--- config.mk ---
export PLATFORM = sky130hd
export DESIGN_NAME = program_sequencer
export DESIGN_NICKNAME = d
export VERILOG_FILES = /design/src/rtl/program_sequencer.sv
export SDC_FILE = /design/constraint.sdc
export NUM_CORES = 1
export LEC_CHECK = 0
export ABC_AREA = 1
export BUFFER_PORTS_ARGS = -buffer_cell sky130_fd_sc_hd__buf_2
export CAP_MARGIN = 5
export CORE_MARGIN = 3
export CORE_UTILIZATION = 59
export CTS_BUF_LIST = sky130_fd_sc_hd__clkbuf_2 sky130_fd_sc_hd__clkbuf_4 sky130_fd_sc_hd__clkbuf_8
export DETAILED_ROUTE_END_ITERATION = 6
export PLACE_DENSITY = 0.78
export SETUP_SLACK_MARGIN = 0.05
export SLEW_MARGIN = 15
export SYNTH_ARGS = -nofsm -noshare
export SYNTH_HDL_FRONTEND = slang
export SYNTH_SLANG_ARGS = --single-unit
--- constraint.sdc ---
create_clock -name clock -period 2.9 [get_ports clock]
set_input_delay 0.29 -clock clock [delete_from_list [all_inputs] [get_ports clock]]
set_output_delay 0.29 -clock clock [all_outputs]
set_load 0.1 [all_outputs]
--- src/rtl/program_sequencer.sv ---
// Program counter with jump/jz/jnz, call/ret through a return-address stack and sticky misuse flags.
// Optional macro PC_RELATIVE_EN: relative=1 makes branch/call targets result + signed jump_address.
module program_sequencer #(
  parameter int unsigned WORD_WIDTH  = 8,
  parameter int unsigned STACK_DEPTH = 4,
  parameter int unsigned DEPTH_W     = $clog2(STACK_DEPTH + 1)
) (
  input  logic                  clock,
  input  logic                  reset,
  input  logic                  enable,
  input  logic                  jump,
  input  logic                  jz,
  input  logic                  jnz,
  input  logic                  zero_flag,
  input  logic                  call,
  input  logic                  ret,
  input  logic                  relative,
  input  logic [WORD_WIDTH-1:0] jump_address,
  output logic [WORD_WIDTH-1:0] result,
  output logic [DEPTH_W-1:0]    depth,
  output logic                  stack_overflow,
  output logic                  stack_underflow
);

  logic [WORD_WIDTH-1:0] result_q, result_d;
  logic [DEPTH_W-1:0]    depth_q, depth_d;
  logic                  overflow_q, overflow_d;
  logic                  underflow_q, underflow_d;
  logic                  push;
  logic [WORD_WIDTH-1:0] pc_inc;
  logic [WORD_WIDTH-1:0] target;
  logic [WORD_WIDTH-1:0] stack_top;
  logic [WORD_WIDTH-1:0] stack_q [STACK_DEPTH];
  logic                  stack_full;
  logic                  stack_empty;
  logic                  cond_taken;

  assign pc_inc      = result_q + WORD_WIDTH'(1);
  assign stack_full  = (depth_q == DEPTH_W'(STACK_DEPTH));
  assign stack_empty = (depth_q == '0);
  // Both jz and jnz asserted makes one of these terms true, so the jump is taken unconditionally.
  assign cond_taken  = (jz && zero_flag) || (jnz && !zero_flag);

`ifdef PC_RELATIVE_EN
  // Same-width modulo add equals adding the sign-extended offset.
  assign target = relative ? (result_q + jump_address) : jump_address;
`else
  logic unused_relative;
  assign unused_relative = relative;
  assign target          = jump_address;
`endif

  always_comb begin
    stack_top = '0;
    for (int unsigned i = 0; i < STACK_DEPTH; i++) begin
      if (depth_q == DEPTH_W'(i + 1)) stack_top = stack_q[i];
    end
  end

  always_comb begin
    result_d    = result_q;
    depth_d     = depth_q;
    overflow_d  = overflow_q;
    underflow_d = underflow_q;
    push        = 1'b0;
    if (enable) begin
      if (ret) begin
        if (!stack_empty) begin
          result_d = stack_top;
          depth_d  = depth_q - DEPTH_W'(1);
        end else begin
          result_d    = pc_inc;
          underflow_d = 1'b1;
        end
      end else if (call) begin
        if (!stack_full) begin
          push     = 1'b1;
          result_d = target;
          depth_d  = depth_q + DEPTH_W'(1);
        end else begin
          result_d   = pc_inc;
          overflow_d = 1'b1;
        end
      end else if (jump || cond_taken) begin
        result_d = target;
      end else begin
        result_d = pc_inc;
      end
    end
  end

  always_ff @(posedge clock) begin
    if (reset) begin
      result_q    <= '0;
      depth_q     <= '0;
      overflow_q  <= 1'b0;
      underflow_q <= 1'b0;
    end else begin
      result_q    <= result_d;
      depth_q     <= depth_d;
      overflow_q  <= overflow_d;
      underflow_q <= underflow_d;
    end
  end

  // Stack contents are unreadable while depth is zero, so they need no reset.
  always_ff @(posedge clock) begin
    for (int unsigned i = 0; i < STACK_DEPTH; i++) begin
      if (push && !reset && depth_q == DEPTH_W'(i)) stack_q[i] <= pc_inc;
    end
  end

  assign result          = result_q;
  assign depth           = depth_q;
  assign stack_overflow  = overflow_q;
  assign stack_underflow = underflow_q;

endmodule

==> flow_summary.toml, run 1 <==
[grt]
met3_usage = 0.0406
met2_usage = 0.343
top_usage_layer = "met2"
grt_max_degree = 16
use_met1 = 0.280
overflow = 0
grt_pass1_vias = 1726
grt_use_total = 0.213
grt_pass1_wl_um = 8010
antenna_found_initial = 0

[synth]
avgSynthCellArea_um2 = 7.86
synth_area_um2 = 2370
ys_seq_area_frac = 0.516
syn_nets = 326
synth.distinct_cells = 23
syn-instance-count = 301
synth_edf_count = 32
synth.top_cell.area_share = 0.406
yosysWarningCount = 0
synthFlopType = "edfxtp_1"
synth.most_common_cell = "nand2_1"
yosys.area.top_type = "edfxtp_1"
synthTopCellsByCount = "nand2_1 (86), inv_1 (51), nor2_1 (47)"
synth_area_leaders = "edfxtp_1 (41%), nand2_1 (14%), dfxtp_1 (11%), inv_1 (8.1%), nor2_1 (7.5%)"
async_flop_share = 0
synth-seq-cells = 45

[job]
maxCapViolations = 0

[floorplan]
rows = 22
pin_count = 31
die_h_um = 69.3
die-area_um2 = 4810
die_x_um = 69.3
start_util = 0.627
coreArea_um2 = 3770

[clocking]
cts_max_path_buffers = 2
htree_levels = 2
cts_tree = "done"
cts.sinks = 45
clk_latency_ns = 0.30
cts_resized = 0
path_clk_slew_ns = 0.09
cts-buffers-inserted = 5
root_buffer = "clkbuf_8"
postCtsHoldBufs = 0
post_cts_buffers = 0

[place]
gp_congestion = 0.842
placed_area_um2 = 2580
portBuffers = 29
place_hpwl_um = 3750

[worst_setup_path]
reg2reg_slack_ns = 0.65
arrival_ns = 2.18
crit_path_max_fanout = 12
cp_num_buf_inv = 1
worst_r2r_path_depth = 5
critPathKind = "reg2reg"
worst_setup_path_end_kind = "flop"
crit_end = "stack_q[3][7]"
regToRegStartpoint = "depth[0]"
worst_setup_path_start_kind = "flop"
crit_family = "simple AND/OR/NAND/NOR gates"
r2r-end = "stack_q[3][7]"
required_ns = 2.83
slowest_stage = "nor2_1"
crit_chain = "inv_1, ha_1, nand2_2, nand4_1, nor2_1"
cpPeakStageDelay_ns = 0.62
cp.depth = 5
startpoint = "depth[0]"

[routing]
wl_per_cell_um = 13.1
first_pass_iters = 4
drt_iter0_markers = 144
dr_total_vias = 1993
via_per_inst = 5.18
antenna_left = 0
route.detailed.drc = 0
routed_wl_um = 5050

[cells_and_area]
diodes = 0
drive_gt1_frac = 0.148
multi_input_area_um2 = 931
ff_latch_area_um2 = 1220
fin_area_um2 = 2670
nets = 361
syn2layout_area_growth_pct = 12.8
fill_cells = 284

[power]
p_leak_nw = 1.33
power_density_nw_per_um2 = 537
total_power_mw = 1.43
vdd_drop_max_uv = 396

[sta]
grt_setup_unrepaired = "false"
fin_skew_ns = 0.00884
hold_violations = 0
fin_setup_tns_ns = 0
post-route-min-period_ns = 2.25
worst_pin_slew_ns = 0.718
slew_headroom = 0.520
setup_viol = 0
maxSlewViolCount = 0
fmax_ghz = 0.445
period_share = 0.776

[run_status]
outcome = "completed"

[hold_path]
hold_path.class = "in2reg"
[worst min-delay path by stage]
stage | from | endpoint | slack, ns | depth (start not counted)
after floorplan | call | stack_overflow | 0.46 | 2
after global placement | stack_underflow | stack_underflow | 0.43 | 2
after detailed placement | stack_underflow | stack_underflow | 0.44 | 2
after CTS | reset | result[0] | 0.31 | 2
after global routing | reset | stack_overflow | 0.32 | 2
final | reset | stack_overflow | 0.31 | 2
[layout by cell type, fill, tap and decap left out, drive strengths merged]
| cell | count |
|---|---|
| a21oi | 14 |
| a31oi | 1 |
| buf | 32 |
| clkbuf | 5 |
| clkinv | 3 |
| dfxtp | 13 |
| edfxtp | 32 |
| ha | 7 |
| inv | 52 |
| nand2 | 91 |
| nand3 | 21 |
| nand4 | 3 |
| nor2 | 48 |
| nor3 | 2 |
| o21ai | 8 |
| o21bai | 1 |
| xnor2 | 2 |
| xor2 | 2 |
[metal layers]
metal | share of wire | vias to the layer above
met4 | 0.022 | 0
li1 | - | 1007
met3 | 0.060 | 11
met2 | 0.49 | 74
met5 | 0 | -
met1 | 0.43 | 901
[logic make-up (layout without fill, tap and decap cells)]
logic type,count (synthesis),after routing,synth area share
simple gates,165,165,0.288
buf+inv,56,92,0.0904
flops,45,45,0.516
compound gates,24,24,0.0539
fa+ha+maj,7,7,0.0370
xor+xnor,4,4,0.0148
[layout make-up]
| class | instances | area share |
|---|---|---|
| inverter | 52 | 0.0736 |
| tap | 48 | 0.0225 |
| timing repair buffer | 32 | 0.0628 |
| multi-input combinational | 200 | 0.349 |
| sequential | 45 | 0.459 |
| clock buffer | 5 | 0.0258 |
| clock inverter | 3 | 0.00797 |
[worst register-to-register path, cell delays in order (launching register included)]
cell     delay [ns]
dfxtp_2        0.39
inv_1          0.09
ha_1           0.30
nand2_2        0.24
nand4_1        0.24
nor2_1         0.62
[registers in the layout, indices dropped and copies added, names as in the netlist]
name and count:
stack_underflow 1, stack_overflow 1, result 8, depth 3
stack_q 32
[report_power, final]
| group | total, mW | leakage (nW) | internal [mW] | switching, mW |
|---|---|---|---|---|
| Combinational | 0.316 | 0.879 | 0.0768 | 0.239 |
| Sequential | 0.730 | 0.401 | 0.711 | 0.0198 |
| Clock | 0.387 | 0.0462 | 0.171 | 0.216 |
[metrics by stage]
| stage | hold slack, ns | cells | setup WS (ns) | util |
|---|---|---|---|---|
| after floorplan | 0.457 | 301 | 0.277 | - |
| after global placement | 0.434 | 377 | 0.798 | 0.684 |
| after detailed placement | 0.444 | 377 | 0.696 | 0.684 |
| after CTS | 0.309 | 385 | 0.673 | 0.708 |
| after global routing | 0.318 | 385 | 0.513 | 0.708 |
| final | 0.311 | 385 | 0.650 | 0.708 |
Note: power is estimated with default switching activity, not from simulation.
==> run 2: changes to the inputs <==
ABC_AREA = 0   (was 1)
PLACE_DENSITY = 0.79   (was 0.78)
clock period = 2.35 ns   (was 2.9 ns; I/O delays follow)
==> run 2 against run 1 <==
Compared with the run above: non-clock buffer count rose by 2; critical path type unchanged; setup slack worse by 0.41 ns; register-to-register slack got worse by 0.41 ns; hold slack got worse by 0.14 ns; clock power increased by 49%; critical path depth increased by 2; combinational power grew 50%.
==> flow_summary.toml, run 2 <==
[run_status]
outcome = "completed"

[sta]
grt_setup_unrepaired = "false"
post-route-min-period_ns = 2.11
fin_skew_ns = 0.00803
slew_headroom = 0.545
setup_viol = 0
worst_pin_slew_ns = 0.681
whs_ns = 0.171
hold_violations = 0
maxSlewViolCount = 0
worst_slack_ns = 0.237
period_share = 0.899
fmax_ghz = 0.473
fin_setup_tns_ns = 0

[grt]
grt_use_total = 0.243
grt_pass1_wl_um = 8050
grt_pass1_vias = 1691
overflow = 0
antenna_found_initial = 0
grt_max_degree = 18

[clocking]
clk_latency_ns = 0.29
cts_resized = 0
htree_levels = 2
root_buffer = "clkbuf_8"
cts-buffers-inserted = 5
post_cts_buffers = 0
postCtsHoldBufs = 0
cts_tree = "done"
cts.sinks = 45
cts_max_path_buffers = 2
path_clk_slew_ns = 0.08

[job]
maxCapViolations = 0

[routing]
wl_per_cell_um = 18.0
antenna_left = 0
drt_iter0_markers = 169
dr_total_vias = 1766
via_per_inst = 6.22
routed_wl_um = 5120
first_pass_iters = 6
route.detailed.drc = 0

[cells_and_area]
largest_reg_flops = 32
fill_cells = 265
drive_gt1_frac = 0.244
fin_area_um2 = 2550
fin_cells = 284
most-common-layout-cells = "edfxtp_1 (32), buf_2 (29), nor2_1 (20), nand3_1 (17), nand2_1 (14)"
final_common_cell = "edfxtp_1"
syn2layout_area_growth_pct = 12.9
diodes = 0
regMostFlops = "stack_q"
nets = 262
fin_util = 0.729

[power]
power_density_nw_per_um2 = 772
total_power_mw = 1.97
vdd_drop_max_uv = 572
p_leak_nw = 0.960

[place]
place_hpwl_um = 3590
placed_area_um2 = 2440
gp_congestion = 0.850
portBuffers = 29
pre_cts_ws_ns = 0.305
dpl.cell_count = 276

[worst_setup_path]
crit_top_cell = "nor3_1"
cp_num_buf_inv = 1
worst_setup_path_end_kind = "flop"
critPathKind = "reg2reg"
reg2reg_slack_ns = 0.24
worst_r2r_path_depth = 7
worst_setup_path_start_kind = "flop"
arrival_ns = 2.33
required_ns = 2.57
crit_chain = "inv_1, ha_1, nor2b_1, a22oi_1, nor3_1, nor3_1, o21ai_1"
crit_path_max_fanout = 11
r2r-end = "result[4]"
cpPeakStageDelay_ns = 0.60
slowest_stage = "nor2b_1"
regToRegStartpoint = "depth[0]"
cp.depth = 7
crit_family = "simple AND/OR/NAND/NOR gates"

[synth]
synth_area_leaders = "edfxtp_1 (43%), dfxtp_1 (12%), ha_1 (3.9%), nand3_1 (3.8%), nor2_1 (3.3%)"
syn-instance-count = 208
yosys.area.top_type = "edfxtp_1"
synth-seq-cells = 45
synth_edf_count = 32
yosysWarningCount = 0
synthFlopType = "edfxtp_1"
synth.top_cell.area_share = 0.426
synth_area_um2 = 2260
async_flop_share = 0
synthTopCellsByCount = "edfxtp_1 (32), nor2_1 (20), nand3_1 (17)"
ys_seq_area_frac = 0.541
synth.most_common_cell = "edfxtp_1"
syn_nets = 233
synth.distinct_cells = 45
avgSynthCellArea_um2 = 10.8

[floorplan]
die-area_um2 = 4600
rows = 21
die_h_um = 67.8
die_x_um = 67.8
pin_count = 31
start_util = 0.646
coreArea_um2 = 3490

[hold_path]
hp-start = "jump_address[3]"
holdPathStages = 3
hold_end = "result[3]"
hold_path.class = "in2reg"
-- run 2: power breakdown --
group | internal, mW | leakage (nW) | switching, mW
sequential | 0.885 | 0.400 | 0.0293
clock | 0.327 | 0.0586 | 0.251
combinational | 0.125 | 0.502 | 0.348
-- run 2: worst max-delay path by stage --
stage / from / endpoint / slack (ns)
final: depth[0] / result[4] / 0.24
after global routing: depth[0] / result[4] / 0.06
after CTS: depth[0] / result[4] / 0.25
after detailed placement: depth[0] / result[6] / 0.30
after global placement: depth[0] / result[6] / 0.39
after floorplan: result[0] / result[4] / 0.09
-- run 2: tightest hold or removal path, cell delays in order --
cell and delay [ns]:
buf_2 0.08, nand3_1 0.05, o21ai_1 0.07
-- run 2: cell type report --
class	count	area, um2	share of cell area
Timing Repair Buffer	34	183	0.0717
Multi-Input combinational cell	144	945	0.371
Inverter	7	26.3	0.0103
Sequential cell	45	1220	0.481
Tap cell	46	57.6	0.0226
Clock inverter	2	35.0	0.0138
Clock buffer	6	76.3	0.0300
-- run 2: kinds of logic (layout without fill, tap and decap cells) --
| family | Yosys count | in the layout | share of synthesized area |
|---|---|---|---|
| xor gates and xnor gates | 9 | 9 | 0.0349 |
| muxes | 3 | 3 | 0.0133 |
| adders and majority gates | 7 | 7 | 0.0388 |
| buffers and inverters | 19 | 49 | 0.0449 |
| AOI/OAI and AO/OA | 44 | 44 | 0.144 |
| DFF | 45 | 45 | 0.541 |
| and+or+nand+nor | 81 | 81 | 0.182 |
-- run 2: per-layer routing --
layer / part of all wire / vias up / wire [um] / global-route usage
met5: 0 / - / 0 / 0
met4: 0.021 / 0 / 108 / 0.102
met3: 0.092 / 12 / 472 / 0.0558
met2: 0.49 / 97 / 2520 / 0.392
met1: 0.40 / 832 / 2030 / 0.317
li1: - / 825 / - / -
==> run 3: changes to the inputs <==
REMOVE_ABC_BUFFERS = 1   (was not set)
==> run 3 against run 2 <==
Compared with the run above: clock-buffer cell count decreased by 1; sequential power about the same; utilization decreased by 0.11 points; sequential cell count unchanged; final cell count increased by 0.35%; setup slack improved by 0.083 ns; via count decreased by 1.5%; design area decreased by 0.15%; critical endpoint is now result[2]; largest cell class unchanged; largest power group unchanged.
==> flow_summary.toml, run 3 (synthesis gave the netlist of run 2 again) <==
[routing]
first_pass_iters = 6
route.detailed.drc = 0
dr_total_vias = 1739
via_per_inst = 6.10
wl_per_cell_um = 17.4
antenna_left = 0
routed_wl_um = 4960
drt_iter0_markers = 203

[sta]
post-route-min-period_ns = 2.03
worst_slack_ns = 0.320
fin_skew_ns = 0.00572
hold_violations = 0
setup_viol = 0
maxSlewViolCount = 0
fmax_ghz = 0.493
period_share = 0.864
grt_setup_unrepaired = "false"
slew_headroom = 0.590
whs_ns = 0.173
worst_pin_slew_ns = 0.614

[clocking]
cts-buffers-inserted = 5
postCtsHoldBufs = 0
htree_levels = 2
cts_max_path_buffers = 2
cts.sinks = 45
path_clk_slew_ns = 0.08
cts_resized = 0
cts_tree = "done"
post_cts_buffers = 0
root_buffer = "clkbuf_8"
clk_latency_ns = 0.29

[place]
place_hpwl_um = 3530
placed_area_um2 = 2430
portBuffers = 29
pre_cts_ws_ns = 0.348
gp_congestion = 0.887

[grt]
grt_pass1_wl_um = 7860
overflow = 0
antenna_found_initial = 0
grt_use_total = 0.236
grt_pass1_vias = 1620
grt_max_degree = 18

[run_status]
outcome = "completed"

[worst_setup_path]
required_ns = 2.51
crit_path_max_fanout = 13
worst_setup_path_end_kind = "flop"
arrival_ns = 2.19
worst_setup_path_start_kind = "flop"
critPathKind = "reg2reg"

[floorplan]
start_util = 0.646
coreArea_um2 = 3490
die_x_um = 67.8
die-area_um2 = 4600
die_h_um = 67.8
pin_count = 31
rows = 21

[cells_and_area]
multi_input_area_um2 = 933
syn2layout_area_growth_pct = 12.8
final_common_cell = "edfxtp_1"
diodes = 0
largest_reg_flops = 32
fill_cells = 251
most-common-layout-cells = "edfxtp_1 (32), buf_2 (29), nor2_1 (20), nand3_1 (17), nand2_1 (14)"
ff_latch_area_um2 = 1220
regMostFlops = "stack_q"
fin_area_um2 = 2540
nets = 263
drive_gt1_frac = 0.226

[power]
power_density_nw_per_um2 = 770
p_leak_nw = 0.960
vdd_drop_max_uv = 518

[hold_path]
hold_path.class = "in2reg"

[job]
maxCapViolations = 0
-- run 3: changes by cell type in the layout (fill, tap and decap cells not counted), sizes merged --
cell	change
clkbuf	-1
clkinvlp	+1
buf	+1
-- run 3: final cells by class --
cell class / count / area share
clock buffers: 5 / 0.0271
clock inverters: 3 / 0.0182
inverters: 7 / 0.0103
multi-input cells: 144 / 0.367
flip-flops and latches: 45 / 0.480
well taps: 46 / 0.0226
repair buffers: 35 / 0.0748
-- run 3: path summary, 6_finish.rpt --
check / slack (ns) / from / cells after the start / end
max: 0.32 / depth[0] / 7 / result[2]
min: 0.17 / jump_address[3] / 3 / result[3]
max reg2reg: 0.32 / depth[0] / 7 / result[2]
min reg2reg: 0.48 / stack_underflow / 2 / stack_underflow
-- run 3: layer usage --
| metal | up-vias | share of wire | track usage |
|---|---|---|---|
| met1 | 839 | 0.42 | 0.318 |
| met2 | 65 | 0.50 | 0.379 |
| met5 | - | 0 | 0 |
| met4 | 0 | 0.022 | 0.104 |
| met3 | 10 | 0.054 | 0.0378 |
| li1 | 825 | - | - |
-- run 3: through the flow --
step	utilization	TNS, ns	power [mW]	std cells
5_1_grt	0.728	0	2.05	285
3_3_place_gp	0.695	0	1.38	277
6_report	0.728	0	1.96	285
4_1_cts	0.728	0	1.97	285
3_5_place_dp	0.695	0	1.40	277
2_1_floorplan	-	-7.98	1.28	196
-- run 3: worst max-delay path, cell delays in order (launching register included) --
cell and delay, ns:
dfxtp_1 0.42, inv_1 0.11, ha_1 0.37, and3_1 0.30, a21oi_4 0.32, nor2_1 0.09
a31oi_1 0.19, a21oi_1 0.11
-- run 3: power by group --
part	internal (mW)	total (mW)	switching, mW	leakage [nW]
clock network	0.318	0.577	0.259	0.0543
registers	0.884	0.913	0.0286	0.398
logic	0.126	0.470	0.344	0.507
